## config.mk

```make
export PLATFORM = sky130hd
export DESIGN_NAME = matrix_mul_param
export DESIGN_NICKNAME = d
export VERILOG_FILES = /design/src/rtl/matrix_mul_param.sv
export SDC_FILE = /design/constraint.sdc
export NUM_CORES = 2
export LEC_CHECK = 0
export BUFFER_PORTS_ARGS = -buffer_cell sky130_fd_sc_hd__buf_4
export CAP_MARGIN = 20
export CORE_MARGIN = 1
export CORE_UTILIZATION = 60
export DETAILED_ROUTE_END_ITERATION = 10
export PLACE_DENSITY = 0.79
export SYNTH_ARGS = -nofsm -noshare
export SYNTH_HDL_FRONTEND = slang
export SYNTH_SLANG_ARGS = --single-unit
```

## constraint.sdc

```tcl
create_clock -name clk -period 6.2 [get_ports clk]
set_input_delay 0.31 -clock clk [delete_from_list [all_inputs] [get_ports clk]]
set_output_delay 0.31 -clock clk [all_outputs]
set_load 0.05 [all_outputs]
```

## src/rtl/matrix_mul_param.sv

```systemverilog
// rtl/matrix_mul_param.sv - parameterized output-stationary systolic matrix multiplier
// Purpose: computes C = A * B (A is ROW x NUM, B is NUM x COL) on a ROW x COL
//          output-stationary systolic array; one job in, one result out.
// Ports:   clk, rst_n      clock, asynchronous active-low reset
//          in_vld/in_rdy   job handshake; din_A (row-major A), din_B (B transposed)
//          out_vld/out_rdy result handshake; dout_C (row-major C, registered)
//          busy            high whenever the FSM is not idle
//          acc_clr         only with MATRIX_MUL_ACC_EN: 1 clears, 0 accumulates
// Option:  define MATRIX_MUL_ACC_EN to enable accumulate mode.
module matrix_mul_param #(
  parameter int DATA_W = 8,
  parameter int ROW    = 3,
  parameter int COL    = 3,
  parameter int NUM    = 3,
  parameter int SIGNED = 0,
  localparam int ACC_W = 2 * DATA_W + $clog2(NUM)
) (
  input  logic                      clk,
  input  logic                      rst_n,
`ifdef MATRIX_MUL_ACC_EN
  input  logic                      acc_clr,
`endif
  input  logic                      in_vld,
  output logic                      in_rdy,
  input  logic [DATA_W*ROW*NUM-1:0] din_A,
  input  logic [DATA_W*COL*NUM-1:0] din_B,
  input  logic                      out_rdy,
  output logic                      out_vld,
  output logic [ACC_W*ROW*COL-1:0]  dout_C,
  output logic                      busy
);

  localparam int AW       = DATA_W * ROW * NUM;
  localparam int BW       = DATA_W * COL * NUM;
  localparam int CW       = ACC_W * ROW * COL;
  localparam int FEED_LEN = NUM + ROW + COL - 2;
  localparam int CNT_W    = $clog2(FEED_LEN + 3);
  localparam logic [CNT_W-1:0] FEED_LAST  = CNT_W'(FEED_LEN - 1);
  // Three drain cycles: the last product is accumulated on the first drain
  // edge, and the total accept-to-out_vld latency comes to NUM+ROW+COL+1.
  localparam logic [CNT_W-1:0] DRAIN_LAST = CNT_W'(2);

  typedef enum logic [1:0] {S_IDLE, S_FEED, S_DRAIN, S_DONE} state_e;

  state_e            state_q, state_d;
  logic [CNT_W-1:0]  cnt_q, cnt_d;
  logic              accept;
  logic              clr_acc;
  logic [AW-1:0]     a_cap_q;
  logic [BW-1:0]     b_cap_q;
  logic [DATA_W-1:0] a_q   [ROW][COL];
  logic [DATA_W-1:0] b_q   [ROW][COL];
  logic [ACC_W-1:0]  acc_q [ROW][COL];
  logic [DATA_W-1:0] a_in  [ROW];
  logic [DATA_W-1:0] b_in  [COL];
  logic [CW-1:0]     dout_q;

`ifdef MATRIX_MUL_ACC_EN
  assign clr_acc = acc_clr;
`else
  assign clr_acc = 1'b1;
`endif

  function automatic logic [ACC_W-1:0] ext(input logic [DATA_W-1:0] v);
    if (SIGNED != 0) return {{(ACC_W-DATA_W){v[DATA_W-1]}}, v};
    else             return {{(ACC_W-DATA_W){1'b0}}, v};
  endfunction

  // FSM: next state, counter and handshake outputs
  always_comb begin
    state_d = state_q;
    cnt_d   = cnt_q;
    accept  = 1'b0;
    in_rdy  = 1'b0;
    out_vld = 1'b0;
    busy    = 1'b1;
    case (state_q)
      S_IDLE: begin
        in_rdy = 1'b1;
        busy   = 1'b0;
        if (in_vld) begin
          accept  = 1'b1;
          state_d = S_FEED;
          cnt_d   = '0;
        end
      end
      S_FEED: begin
        if (cnt_q == FEED_LAST) begin
          state_d = S_DRAIN;
          cnt_d   = '0;
        end else begin
          cnt_d = cnt_q + 1'b1;
        end
      end
      S_DRAIN: begin
        if (cnt_q == DRAIN_LAST) state_d = S_DONE;
        else                     cnt_d   = cnt_q + 1'b1;
      end
      S_DONE: begin
        out_vld = 1'b1;
        if (out_rdy) state_d = S_IDLE;
      end
      default: state_d = S_IDLE;
    endcase
  end

  always_ff @(posedge clk or negedge rst_n) begin
    if (!rst_n) begin
      state_q <= S_IDLE;
      cnt_q   <= '0;
    end else begin
      state_q <= state_d;
      cnt_q   <= cnt_d;
    end
  end

  // Skewed edge feed: during feed step t, row r takes A[r][t-r] and column c
  // takes B[t-c][c]; outside that window a zero is injected.
  always_comb begin
    for (int r = 0; r < ROW; r++) begin
      a_in[r] = '0;
      if (state_q == S_FEED)
        for (int k = 0; k < NUM; k++)
          if (cnt_q == CNT_W'(r + k)) a_in[r] = a_cap_q[DATA_W*(r*NUM+k) +: DATA_W];
    end
    for (int c = 0; c < COL; c++) begin
      b_in[c] = '0;
      if (state_q == S_FEED)
        for (int k = 0; k < NUM; k++)
          if (cnt_q == CNT_W'(c + k)) b_in[c] = b_cap_q[DATA_W*(c*NUM+k) +: DATA_W];
    end
  end

  // Datapath: operand capture, systolic shift, multiply-accumulate, result
  always_ff @(posedge clk or negedge rst_n) begin
    if (!rst_n) begin
      a_cap_q <= '0;
      b_cap_q <= '0;
      dout_q  <= '0;
      for (int r = 0; r < ROW; r++)
        for (int c = 0; c < COL; c++) begin
          a_q[r][c]   <= '0;
          b_q[r][c]   <= '0;
          acc_q[r][c] <= '0;
        end
    end else begin
      if (accept) begin
        a_cap_q <= din_A;
        b_cap_q <= din_B;
        // Pipeline registers are flushed so no stale operand leaks into the job.
        for (int r = 0; r < ROW; r++)
          for (int c = 0; c < COL; c++) begin
            a_q[r][c] <= '0;
            b_q[r][c] <= '0;
            if (clr_acc) acc_q[r][c] <= '0;
          end
      end else if (state_q == S_FEED || state_q == S_DRAIN) begin
        for (int r = 0; r < ROW; r++) begin
          a_q[r][0] <= a_in[r];
          for (int c = 1; c < COL; c++) a_q[r][c] <= a_q[r][c-1];
        end
        for (int c = 0; c < COL; c++) begin
          b_q[0][c] <= b_in[c];
          for (int r = 1; r < ROW; r++) b_q[r][c] <= b_q[r-1][c];
        end
        for (int r = 0; r < ROW; r++)
          for (int c = 0; c < COL; c++)
            acc_q[r][c] <= acc_q[r][c] + ext(a_q[r][c]) * ext(b_q[r][c]);
      end
      if (state_q == S_DRAIN && state_d == S_DONE)
        for (int r = 0; r < ROW; r++)
          for (int c = 0; c < COL; c++)
            dout_q[ACC_W*(r*COL+c) +: ACC_W] <= acc_q[r][c];
    end
  end

  assign dout_C = dout_q;

endmodule

```

==> run_results.csv <==
group,metric,value,unit
logic_synthesis,synth_top_flop_cell,"dfrtp_1",
floorplanning,initial_core_util,0.6068,
global_routing,grt_pass1_vias,40200,
global_routing,antenna_found_initial,4,
placement,portBuffers,312,
status,outcome,"finished clean",
logic_synthesis,syn_inst,5486,
placement,routabilityCongestion,0.9008,
logic_synthesis,seq_area_frac_synth,0.2984,
finish,syn_to_final_growth,14.26,%
finish,nets,7084,
detailed_routing,via_per_inst,5.457,
logic_synthesis,yosys-top-cells-area,"dfrtp_1, fa_1, ha_1",
clock_network,cts_buffers,70,
global_routing,grt.total_usage,0.3054,
floorplanning,die_w,295.9,um
clock_network,cts.sinks,618,
timing,setup_viol,0,
logic_synthesis,syn_area_per_cell,9.448,um^2
placement,dp_worst_setup_slack,0.5568,ns
logic_synthesis,synthDominantAreaCellType,"dfrtp_1",
clock_network,insertion_delay,0.64,ns
detailed_routing,vias,38500,
floorplanning,core_area,85410,um^2
finish,fillers,6424,
logic_synthesis,async_flop_share,1.000,
clock_network,cts_tree,"done",
detailed_routing,ant_nets,0,
timing,hold_viol,0,
detailed_routing,wl,129.1,mm
detailed_routing,first_pass_iters,7,
worst_hold_path,hold_path_class,"in -> async",
finish,drive_gt1_frac,0.09629,
worst_setup_path,end_kind,"register",
logic_synthesis,synth_top_area_share,0.2984,
timing,post-route-min-period,5.690,ns
worst_setup_path,cp.arrival,6.24,ns
clock_network,post_cts_buffers,0,
power_and_ir_drop,p_leak,33.69,nW
placement,dp_hpwl,93.13,mm
logic_synthesis,yosysMostFrequentCell,"inv_1",
worst_setup_path,critPathRequiredTime,6.75,ns
logic_synthesis,synth_common_cells,"inv_1, nand2_1, ha_1, dfrtp_1, and2_1",
clock_network,clkTransAtPathRegs,0.06,ns
logic_synthesis,netlist-cell-type-count,64,
timing,clock.fmax,175.7,MHz
clock_network,h-tree-depth,3,
clock_network,cts_root_buf,"clkbuf_16",
timing,rsz0062_at_grt,"no",
clock_network,holdBufCountCts,147,
global_routing,overflow,0,
timing,fin_skew,0.03097,ns
worst_setup_path,crit_type,"reg -> reg",
worst_setup_path,critPathMaxFanout,10,
timing,tightest_slew,1.081,ns
logic_synthesis,ys_ff_latch,618,
detailed_routing,detail_route.wl_per_cell,18.30,um
timing,maxSlewHeadroom,0.2793,
timing,setup_slack,0.5095,ns
floorplanning,dieHeight,295.9,um
logic_synthesis,synth.net_count,6713,
logic_synthesis,syn_area,51830,um^2
timing,fin_setup_tns,0,ns
logic_synthesis,synth-edff-count,0,
floorplanning,ios,313,
clock_network,ctsResizeCount,0,
power_and_ir_drop,irDropWorstVdd,0.3030,mV
power_and_ir_drop,powerDensity,322.3,nW/um^2
global_routing,grt_first_pass_wirelength,210.0,mm
run,cap_violations,0,
worst_setup_path,cp-start-kind,"register",
detailed_routing,drt_iter0_markers,2697,
global_routing,grt_max_degree,197,
logic_synthesis,yosysWarnings,0,
timing,fin_crit_sh,0.9178,
clock_network,cts_buffer_depth,3,
timing,report.final.slew_viol_count,0,
floorplanning,dieArea,87560,um^2
detailed_routing,route.detailed.drc,0,
floorplanning,fp-row-count,107,
-- placed cells by master, fill, tap and decap left out, drive strengths merged, types with 6 or more instances in the layout --
cell            n
a211oi         34
a21o           45
a21oi         131
a222oi         16
a22oi          32
a311oi          9
a31oi           7
and2          498
and3            6
buf           346
bufinv         13
clkbuf         93
clkinv         10
dfrtp         618
dlygate4sd3   147
fa            450
ha            629
inv          1023
mux2           82
mux2i         187
nand2         721
nand2b         18
nand3          23
nor2          312
nor2b          18
nor3           17
o21a            8
o21ai         203
o21bai         17
o22ai           7
o31a            7
o31ai          13
xnor2          67
xor2           36
-- metal layers --
metal,GRT usage,wire (um),part of all wire
met5,0,13,0.00010
met4,0.1261,5166,0.040
met3,0.05344,8633,0.067
met2,0.5217,63530,0.49
met1,0.3829,51760,0.40
-- path summary, 6_finish.rpt --
kind / from / to / slack (ns) / cells past startpoint
min: rst_n / dout_C[150]$_DFFE_PN0P_ / 0.32 / 2
min in group clk: din_B[11] / b_cap_q[11]$_DFFE_PN0P_ / 0.41 / 4
min reg2reg: a_cap_q[39]$_DFFE_PN0P_ / a_cap_q[39]$_DFFE_PN0P_ / 0.47 / 2
max in group asynchronous: rst_n / dout_C[23]$_DFFE_PN0P_ / 4.36 / 3
max: b_q[56]$_DFFE_PN0P_ / acc_q[143]$_DFFE_PN0P_ / 0.51 / 19
max reg2reg: b_q[56]$_DFFE_PN0P_ / acc_q[143]$_DFFE_PN0P_ / 0.51 / 19
-- final cells by class --
cell class,count,area (um^2),share of cell area
antenna,1,2.502,0.00004226
inverter,1020,3829,0.06465
tap,1144,1431,0.02417
clock inverter,31,526.8,0.008895
clock buffer,93,2001,0.03378
sequential,618,15460,0.2611
timing repair buffer,493,4164,0.07031
multi-input combinational,3654,31800,0.5370
-- through the flow --
step | utilization | hold WS (ns) | power (mW) | area [um^2] | std cells
floorplan | - | 0.01441 | 11.62 | 51830 | 5486
global placement | 0.6465 | 0.3889 | 14.07 | 55220 | 6782
detailed placement | 0.6465 | 0.3917 | 14.28 | 55220 | 6782
CTS | 0.6933 | 0.3263 | 19.02 | 59220 | 7053
global route | 0.6933 | 0.3746 | 20.14 | 59220 | 7054
finish | 0.6933 | 0.3165 | 19.08 | 59220 | 7054
-- state kept, by name, indices dropped and copies added (netlist names) --
name	count
a_cap_q	72
a_q	72
acc_q	162
b_cap_q	72
b_q	72
cnt_q	4
dout_C	162
state_q	2
-- power by group --
part / internal (mW) / switching, mW / total (mW)
registers: 5.19 / 1.15 / 6.34
clock network: 2.82 / 1.80 / 4.61
logic: 2.67 / 5.46 / 8.13
total: 10.7 / 8.40 / 19.1
-- kinds of logic after synthesis --
family | synth area share
DFF | 0.2984
AOI/OAI and AO/OA | 0.06805
buffers and inverters | 0.08898
and+or+nand+nor | 0.1476
adders and majority gates | 0.3257
xor gates and xnor gates | 0.01741
muxes | 0.05393
-- worst max-delay path, stage by stage, from the launching register on --
cell	delay [ns]
dfrtp_1	0.48
and2_1	0.23
fa_1	0.45
fa_1	0.55
inv_1	0.05
fa_1	0.48
inv_1	0.06
fa_1	0.46
ha_1	0.30
inv_1	0.05
fa_1	0.48
inv_1	0.04
ha_1	0.33
nor2b_1	0.17
a311o_1	0.38
a311oi_2	0.36
o21ai_1	0.12
a21oi_1	0.18
mux2i_1	0.23
mux2i_1	0.21
No activity file was read; power rests on OpenSTA's default activity.
